## src/rtl/uart_pkg.sv

```systemverilog
// Shared UART definitions: parity and baud encodings, tick-period helpers,
// and the transmit FSM state codes.
package uart_pkg;

  localparam int unsigned OVERSAMPLE = 16;

  localparam logic [1:0] PAR_NONE = 2'b00;
  localparam logic [1:0] PAR_EVEN = 2'b01;
  localparam logic [1:0] PAR_ODD  = 2'b10;

  localparam logic [1:0] BD_1200 = 2'b00;
  localparam logic [1:0] BD_2400 = 2'b01;
  localparam logic [1:0] BD_4800 = 2'b10;
  localparam logic [1:0] BD_9600 = 2'b11;

  localparam logic [2:0] ST_IDLE   = 3'd0;
  localparam logic [2:0] ST_START  = 3'd1;
  localparam logic [2:0] ST_DATA   = 3'd2;
  localparam logic [2:0] ST_PARITY = 3'd3;
  localparam logic [2:0] ST_STOP   = 3'd4;

  // Frame configuration, captured once per frame when a word is popped.
  typedef struct packed {
    logic       d_num;
    logic       s_num;
    logic [1:0] par;
    logic [1:0] bd_rate;
  } frame_cfg_t;

  function automatic int unsigned baud_rate(input logic [1:0] sel);
    case (sel)
      BD_1200: return 1200;
      BD_2400: return 2400;
      BD_4800: return 4800;
      default: return 9600;
    endcase
  endfunction

  // Clocks per oversample tick, rounded up.
  function automatic int unsigned max_ticks(input int unsigned clk_freq,
                                            input int unsigned baud);
    return (clk_freq + baud * OVERSAMPLE - 1) / (baud * OVERSAMPLE);
  endfunction

endpackage

```

## src/rtl/sync_fifo.sv

```systemverilog
// Single-clock FIFO with registered read port; pointers carry an extra wrap
// bit so full and empty are distinguished without a separate counter.
module sync_fifo #(
  parameter int unsigned DBITS = 8,
  parameter int unsigned DEPTH = 8
) (
  input  logic             i_clk,
  input  logic             i_rst,
  input  logic             i_wr,
  input  logic [DBITS-1:0] i_wr_data,
  input  logic             i_rd,
  output logic [DBITS-1:0] o_rd_data,
  output logic             o_full,
  output logic             o_empty
);

  localparam int unsigned AW = $clog2(DEPTH);

  logic [DBITS-1:0] mem [DEPTH];
  logic [AW:0]      wr_ptr_reg;
  logic [AW:0]      rd_ptr_reg;
  logic [DBITS-1:0] rd_data_reg;
  logic             wr_ok;
  logic             rd_ok;

  assign o_empty = (wr_ptr_reg == rd_ptr_reg);
  assign o_full  = (wr_ptr_reg[AW] != rd_ptr_reg[AW]) &&
                   (wr_ptr_reg[AW-1:0] == rd_ptr_reg[AW-1:0]);

  // Full is sampled before any same-cycle pop, so a write while full is dropped.
  assign wr_ok = i_wr && !o_full;
  assign rd_ok = i_rd && !o_empty;

  always_ff @(posedge i_clk) begin
    if (wr_ok) mem[wr_ptr_reg[AW-1:0]] <= i_wr_data;
    if (rd_ok) rd_data_reg <= mem[rd_ptr_reg[AW-1:0]];
  end

  always_ff @(posedge i_clk) begin
    if (i_rst) begin
      wr_ptr_reg <= '0;
      rd_ptr_reg <= '0;
    end else begin
      if (wr_ok) wr_ptr_reg <= wr_ptr_reg + 1'b1;
      if (rd_ok) rd_ptr_reg <= rd_ptr_reg + 1'b1;
    end
  end

  assign o_rd_data = rd_data_reg;

endmodule

```

## src/rtl/tx_top.sv

```systemverilog
// UART transmitter: FIFO-buffered bytes serialised LSB-first with optional
// parity and 1/2 stop bits, timed by a 16x oversampled baud tick.
module tx_top
  import uart_pkg::*;
#(
  parameter int unsigned CLK_FREQ = 50_000_000,
  parameter int unsigned DBITS    = 8,
  parameter int unsigned SBITS    = 2,
  parameter int unsigned DEPTH    = 8
) (
  input  logic             i_clk,
  input  logic             i_rst,
  input  logic             i_wr,
  input  logic [DBITS-1:0] i_wr_data,
  input  logic             i_d_num,
  input  logic             i_s_num,
  input  logic [1:0]       i_par,
  input  logic [1:0]       i_bd_rate,
  output logic             o_tx,
  output logic             o_full,
  output logic             o_empty,
  output logic             o_busy
);

  localparam int unsigned TICK_W = $clog2(max_ticks(CLK_FREQ, baud_rate(BD_1200)) + 1);
  localparam int unsigned IDX_W  = $clog2(DBITS);
  localparam logic [3:0]  OS_LAST = 4'(OVERSAMPLE - 1);

  logic [2:0]        state_reg;
  logic              tx_reg;
  logic [TICK_W-1:0] tick_cnt_reg;
  logic [3:0]        os_cnt_reg;
  logic [IDX_W-1:0]  bit_idx_reg;
  logic              stop_idx_reg;
  logic              load_reg;
  logic [DBITS-1:0]  data_reg;
  logic              par_bit_reg;
  frame_cfg_t        cfg_reg;

  logic [DBITS-1:0]  fifo_rd_data;
  logic              fifo_rd;
  logic [DBITS-1:0]  frame_data;
  logic [TICK_W-1:0] tick_lim_tab [4];
  logic [TICK_W-1:0] tick_lim;
  logic [IDX_W-1:0]  last_idx;
  logic              bit_done;
  logic              par_en;
  logic              stop_more;

  assign fifo_rd = (state_reg == ST_IDLE) && !o_empty;

  sync_fifo #(.DBITS(DBITS), .DEPTH(DEPTH)) u_fifo (
    .i_clk     (i_clk),
    .i_rst     (i_rst),
    .i_wr      (i_wr),
    .i_wr_data (i_wr_data),
    .i_rd      (fifo_rd),
    .o_rd_data (fifo_rd_data),
    .o_full    (o_full),
    .o_empty   (o_empty)
  );

  for (genvar gi = 0; gi < 4; gi++) begin : g_tick_lim
    assign tick_lim_tab[gi] = TICK_W'(max_ticks(CLK_FREQ, baud_rate(2'(gi))) - 1);
  end

  assign tick_lim  = tick_lim_tab[cfg_reg.bd_rate];
  assign bit_done  = (tick_cnt_reg == tick_lim) && (os_cnt_reg == OS_LAST);
  assign last_idx  = cfg_reg.d_num ? IDX_W'(DBITS - 1) : IDX_W'(DBITS - 2);
  assign par_en    = (cfg_reg.par == PAR_EVEN) || (cfg_reg.par == PAR_ODD);
  assign stop_more = cfg_reg.s_num && (SBITS > 1) && !stop_idx_reg;

  // In 7-bit frames the top bit takes no part in data or parity.
  always_comb begin
    frame_data = fifo_rd_data;
    if (!cfg_reg.d_num) frame_data[DBITS-1] = 1'b0;
  end

  always_ff @(posedge i_clk) begin
    if (i_rst) begin
      state_reg    <= ST_IDLE;
      tx_reg       <= 1'b1;
      tick_cnt_reg <= '0;
      os_cnt_reg   <= '0;
      bit_idx_reg  <= '0;
      stop_idx_reg <= 1'b0;
      load_reg     <= 1'b0;
      data_reg     <= '0;
      par_bit_reg  <= 1'b0;
      cfg_reg      <= '0;
    end else begin
      load_reg <= 1'b0;
      if (state_reg != ST_IDLE) begin
        if (tick_cnt_reg == tick_lim) begin
          tick_cnt_reg <= '0;
          os_cnt_reg   <= (os_cnt_reg == OS_LAST) ? 4'd0 : os_cnt_reg + 1'b1;
        end else begin
          tick_cnt_reg <= tick_cnt_reg + 1'b1;
        end
      end
      // The FIFO read port is registered, so the word lands one clock into START.
      if (load_reg) begin
        data_reg    <= frame_data;
        par_bit_reg <= (^frame_data) ^ (cfg_reg.par == PAR_ODD);
      end
      case (state_reg)
        ST_IDLE: begin
          if (!o_empty) begin
            state_reg    <= ST_START;
            tx_reg       <= 1'b0;
            tick_cnt_reg <= '0;
            os_cnt_reg   <= '0;
            load_reg     <= 1'b1;
            cfg_reg      <= '{d_num: i_d_num, s_num: i_s_num, par: i_par, bd_rate: i_bd_rate};
          end
        end
        ST_START: begin
          if (bit_done) begin
            state_reg   <= ST_DATA;
            tx_reg      <= data_reg[0];
            data_reg    <= data_reg >> 1;
            bit_idx_reg <= '0;
          end
        end
        ST_DATA: begin
          if (bit_done) begin
            if (bit_idx_reg == last_idx) begin
              state_reg    <= par_en ? ST_PARITY : ST_STOP;
              tx_reg       <= par_en ? par_bit_reg : 1'b1;
              stop_idx_reg <= 1'b0;
            end else begin
              tx_reg      <= data_reg[0];
              data_reg    <= data_reg >> 1;
              bit_idx_reg <= bit_idx_reg + 1'b1;
            end
          end
        end
        ST_PARITY: begin
          if (bit_done) begin
            state_reg    <= ST_STOP;
            tx_reg       <= 1'b1;
            stop_idx_reg <= 1'b0;
          end
        end
        ST_STOP: begin
          if (bit_done) begin
            if (stop_more) stop_idx_reg <= 1'b1;
            else           state_reg    <= ST_IDLE;
          end
        end
        default: begin
          state_reg <= ST_IDLE;
          tx_reg    <= 1'b1;
        end
      endcase
    end
  end

  assign o_tx   = tx_reg;
  assign o_busy = (state_reg != ST_IDLE);

endmodule

```

## config.mk

```make
export PLATFORM = sky130hd
export DESIGN_NAME = tx_top
export DESIGN_NICKNAME = d
export VERILOG_FILES = /design/src/rtl/uart_pkg.sv /design/src/rtl/sync_fifo.sv /design/src/rtl/tx_top.sv
export SDC_FILE = /design/constraint.sdc
export NUM_CORES = 1
export LEC_CHECK = 0
export ABC_AREA = 0
export CORE_ASPECT_RATIO = 2
export CORE_MARGIN = 1
export CORE_UTILIZATION = 60
export DETAILED_ROUTE_END_ITERATION = 6
export PLACE_DENSITY = 0.83
export SLEW_MARGIN = 20
export SYNTH_ARGS = -nofsm -noshare
export SYNTH_HDL_FRONTEND = slang
export SYNTH_HIERARCHICAL = 1
export SYNTH_SLANG_ARGS = --single-unit
```

## constraint.sdc

```tcl
create_clock -name i_clk -period 3.6 [get_ports i_clk]
set_clock_uncertainty 0.15 [all_clocks]
set_input_delay 0.72 -clock i_clk [delete_from_list [all_inputs] [get_ports i_clk]]
set_output_delay 0.72 -clock i_clk [all_outputs]
set_load 0.02 [all_outputs]
```

== Yosys cells after proc, flatten, opt, wreduce, memory -nomap -nowiden ==
Memory sizes are Yosys's and may differ from the RTL's. A register that Yosys moved wholly into a read port is not among the register bits.
Cells that the tools add are included.

* Memories: 1
* Input bits: 17
* Output and inout bits: 4
* Bits in latches: 0
* Memory bits (read-only): 0
* Register bits after elaboration: 48
* RAM bits: 64

{| class="wikitable"
|+ Memory list
! memory !! words !! width !! read ports !! clocked after memory_dff !! write ports !! line !! source
|-
| u_fifo.mem || 8 || 8 || 1 || 1 || 1 || sync_fifo.sv:19 || <nowiki>logic [DBITS-1:0] mem [DEPTH];</nowiki>
|}

* $lt $le $gt $ge: 1
* Reduce and logical (&&, ||, !) cells: 21
* Multiplexer cells: 48
* Div/mod/pow operators: 0
* Bitwise operators: 5
* Shift operators: 0
* Eq/ne operators: 21
* $mul: 0
* Add/subtract/negate cells: 5

{| class="wikitable"
|+ Operators by type and width
! cell !! number
|-
| 12-bit 2-to-1 mux || 6
|-
| 3-bit 2-to-1 mux || 11
|-
| 8-bit 2-to-1 mux || 4
|-
| 12-bit binary-select mux with 2-bit select || 1
|-
| 4-bit 2-to-1 mux || 5
|-
| 2-bit != test (second input constant) || 9
|-
| 1-bit 2-to-1 mux || 16
|-
| 8-bit case mux with 2 select lines || 1
|-
| 3-bit case mux with 5 select lines || 1
|-
| 12-bit by 1-bit adder with 12-bit output (second input constant) || 1
|-
| 4-bit by 1-bit adder with 4-bit output (second input constant) || 3
|-
| 12-bit equality test || 1
|-
| 8-bit XOR reduction || 1
|-
| 7-bit AND reduction || 1
|-
| 3-bit by 2-bit equality test with 1-bit output (second input constant) || 2
|-
| 3-bit equality test || 2
|-
| 1-bit logical AND || 6
|-
| 3-bit case mux with 2 select lines || 1
|-
| 6-bit AND reduction || 1
|-
| 3-bit nonzero test || 2
|-
| 1-bit case mux with 5 select lines || 1
|-
| 5-bit AND reduction || 1
|-
| 4-bit equality test || 1
|-
| 4-bit equality test (second input constant) || 1
|-
| other kinds (18) || 22
|}

== Depth between registers and ports, before layout ==
* Depth after elaboration: 9
* Gate-level depth with buffers: 9
* Gate-level depth less buffers: 7

== Modules after synthesis ==
Netlist, hierarchy kept.

{| class="wikitable"
|+ By module, submodules not included
! module !! cells an instance !! instances !! sequential area each (µm²) !! area each (µm²)
|-
| sync_fifo || 182 || 1 || 2,322.2 || 3,316.9
|-
| tx_top || 276 || 1 || 800.8 || 2,374.8
|}

== Least setup slack after synthesis ==
OpenSTA, ideal clock, no wires.

* Kind: register to register
* Start point: register u_fifo.rd_ptr_reg[0]
* End point: register tick_cnt_reg[10]
* Clock period less this slack: 2.619 ns
* Library setup time: 0.065 ns
* Buffers on the path: 2
* Required time: 3.385 ns
* Arrival time: 2.405 ns
* Setup slack: 0.981 ns
* Cell stages (with the launch flop): 10
* Path through: dfxtp_1 > buf_4 > xnor2_1 > nand3_1 > nor2_1 > nor4_4 > or2_2 > nand2b_1 > clkbuf_1 > nor2_1

* Cells in the longest elaborated chain, start to end: 3

{| class="wikitable"
|+ RTL lines
! what !! line !! source
|-
| start: declaration || sync_fifo.sv:21 || <nowiki>logic [AW:0] rd_ptr_reg;</nowiki>
|-
| start signal: assignment || sync_fifo.sv:45 || <nowiki>if (rd_ok) rd_ptr_reg <= rd_ptr_reg + 1'b1;</nowiki>
|-
| 4-bit equality test || sync_fifo.sv:26 || <nowiki>assign o_empty = (wr_ptr_reg == rd_ptr_reg);</nowiki>
|-
| named net o_empty || tx_top.sv:21 || <nowiki>output logic o_empty,</nowiki>
|-
| 12-bit 2-to-1 mux || tx_top.sv:108 || <nowiki>if (!o_empty) begin</nowiki>
|-
| 12-bit 2-to-1 mux || tx_top.sv:106 || <nowiki>case (state_reg)</nowiki>
|-
| end signal: assignment || tx_top.sv:98 || <nowiki>tick_cnt_reg <= tick_cnt_reg + 1'b1;</nowiki>
|-
| end: declaration || tx_top.sv:31 || <nowiki>logic [TICK_W-1:0] tick_cnt_reg;</nowiki>
|}

The timed path passes the listed nets, and every way through them passes these cells.
A chain may end at the register's enable or synchronous reset.

== Final worst setup path ==
* Start point: register u_fifo.wr_ptr_reg[0]
* End point: output port o_empty

* Cells in the longest elaborated chain, start to end: 1

{| class="wikitable"
|+ RTL lines
! what !! line !! source
|-
| start: declaration || sync_fifo.sv:20 || <nowiki>logic [AW:0] wr_ptr_reg;</nowiki>
|-
| start signal: assignment || sync_fifo.sv:44 || <nowiki>if (wr_ok) wr_ptr_reg <= wr_ptr_reg + 1'b1;</nowiki>
|-
| 4-bit equality test || sync_fifo.sv:26 ||
|-
| end: declaration || tx_top.sv:21 ||
|}

No other way between the ends.

==> summary.txt <==
Status = complete, but fails checks
Violated checks = design-rule violations
Layout Nets = 515
CP Capture Type = output port
Slowest stage delay, CP = 0.68 ns
Post-route DRC = 3
CORE AREA = 9260 um^2
Worst-Skew Late Latency = 0.40 ns
Clock slew at reported path FFs = 0.06 ns
Post-DR vias/cell = 6.26
Max reg flops = 64
CP Data Required Time = 2.73 ns
Largest cells by area after synthesis = edfxtp_1 (38%), dfxtp_1 (17%), mux4_2 (6.3%)
WL/cell = 19.6 um
TritonCTS clock tree = yes
Max Clk Rate = 298 MHz
Area share of the largest cell type after synthesis = 38.0%
Share of cells above drive strength 1 = 17.2%
Final Hold Vio Count = 0
CP Max Fanout = 11
Crit path time final = 3.35 ns
Most used flip-flop cell after synthesis = edfxtp_1
Die Ht = 140 um
Cell with the most instances after synthesis = edfxtp_1
Placed cells = 572
Port Buffers = 20
Die Area = 9900 um^2
Htree depth = 4
Num rows = 50
Setup_tns = 0 ns
Synthesized area per cell = 12.4 um^2
Leak Pwr = 2.38 nW
GP Congestion = 0.942
Unique masters post-synth = 56
Remaining Overflow, GRT = 0
Area grow syn2layout = 17.8%
Largest net degree at the start of global routing = 47
Critical path buffer and inverter count = 1
Normalized max-slew margin = 48.4%
Worst-margin pin slew = 0.774 ns
Ys Warns = 6
EDFF count, synth = 72
Seq/Total Area, Yosys = 54.9%
Initial antenna violation count = 0
First-pass GRT wire length = 19200 um
CTS buffer count = 17
Cell Count, Final, Fillers Out = 604
PD cells = 637 nW/um^2
Fin area = 6710 um^2
Initial core utilization = 61.5%
HPWL Detailed = 7960 um
Synth async-reset ratio = 0%
Clock Tree Buf Depth = 2
Final setup viols = 0
Crit-path cells = xnor2_1, nand3_1, nor2_1, clkdlybuf4s50_1
Startpoint Class = flop
Tot GR Track Use = 26.1%
Worst Path Arrival = 2.48 ns
Drt first pass iters = 6
Syn nets = 486
CTS Hold Bufs = 0
Post-synthesis cell count = 458
Post-Route Utilization = 72.4%
Max-cap check violation count = 0
Max IR drop VDD = 0.000525 V
Clock sinks = 120
Post-synth top area cell = edfxtp_1
I/O Pins = 21
Tcrit/Tclk final = 93.1%
#FFs+latches synth = 120
Via Count = 3782
Vias in the first global route = 4022
Hold Path Class = reg -> reg
Ant diodes = 0
Pins Over Slew Limit = 0
CTS root buffer = clkbuf_16
CP max-delay cell = clkdlybuf4s50_1
RSZ-0062 raised after global routing = no
Critical path class = reg -> out
Post-CTS resize count = 0
Synthesized area = 5690 um^2
Dpl ws = 0.627 ns
Number of DRC markers in iteration 0 = 198
Antenna-violating nets left = 0
Dpl cell area = 6020 um^2
CP top delay family = buffers and inverters
Die X = 70.9 um
Most frequent cells after synthesis = edfxtp_1 (72), dfxtp_1 (48), nor2_1 (39)
DRT Wirelength = 11900 um
Setup ws final = 0.248 ns
Postcts setup bufs = 0
logic make-up after synthesis:
family,count (synthesis),share of synthesized area [%]
mux,49,12.5
fa+ha+maj,11,2.42
compound gates,53,6.68
xor+xnor,32,5.17
buf+inv,35,2.79
flops,120,54.9
simple gates,158,15.6
final timing paths:
path	depth (start not counted)	from	slack [ns]	end
worst min-delay path	2	cfg_reg[4]	0.33	stop_idx_reg
worst max register to register	8	cfg_reg[0]	0.52	data_reg[5]
worst max-delay path	4	u_fifo/wr_ptr_reg[0]	0.25	o_empty
worst min register to register	2	cfg_reg[4]	0.33	stop_idx_reg
metal layers:
metal	share of wire, %	GRT usage, %
met5	0	0
met4	4.7	16.6
met3	2.7	5.72
met2	58	48.9
met1	35	24.6
power breakdown:
part / internal (mW) / switching, mW
clock network: 1.36 / 0.582
logic: 0.335 / 0.360
registers: 1.55 / 0.0880
total: 3.24 / 1.03
placed cells by master (no fill, tap or decap), types with 3 or more instances in the layout:
master,count
mux2_2,12
nor2_1,39
nor2b_1,16
nor4_1,11
nor4_4,3
nor3b_1,3
a21oi_1,12
edfxtp_1,72
a31oi_1,4
or4_1,3
nor3_1,19
xnor2_1,16
buf_4,17
o31a_1,8
mux2i_1,19
mux4_2,16
dfxtp_1,47
o21ai_0,8
clkdlybuf4s50_1,20
xor2_1,15
nand4_1,5
nand3_1,9
or3_1,4
clkinv_1,3
and2_1,4
nand2b_1,7
bufinv_16,7
ha_1,11
o31ai_1,5
nand2_1,22
inv_1,8
clkbuf_16,17
stage by stage:
stage / total power [mW] / hold slack [ns]
6_report: 4.27 / 0.329
2_1_floorplan: 2.16 / 0.292
4_1_cts: 4.30 / 0.335
3_5_place_dp: 2.35 / 0.329
3_3_place_gp: 2.32 / 0.314
5_1_grt: 4.43 / 0.361
worst register-to-register path: cells and delay by family (launching register included):
kind | cells | cell delay [ns]
flops | 1 | 0.46
buf+inv | 2 | 0.49
xor+xnor | 1 | 0.19
simple gates | 3 | 1.07
fa+ha+maj | 1 | 0.33
compound gates | 1 | 0.29
area by class of cell:
cell class / instances / area [um^2]
flip-flops and latches: 120 / 3120
fillers: 580 / 2550
multi-input cells: 303 / 2410
clock buffers: 17 / 425
repair buffers: 37 / 328
clock inverters: 15 / 255
well taps: 104 / 130
inverters: 8 / 30.0
(Power assumes the default switching activity.)
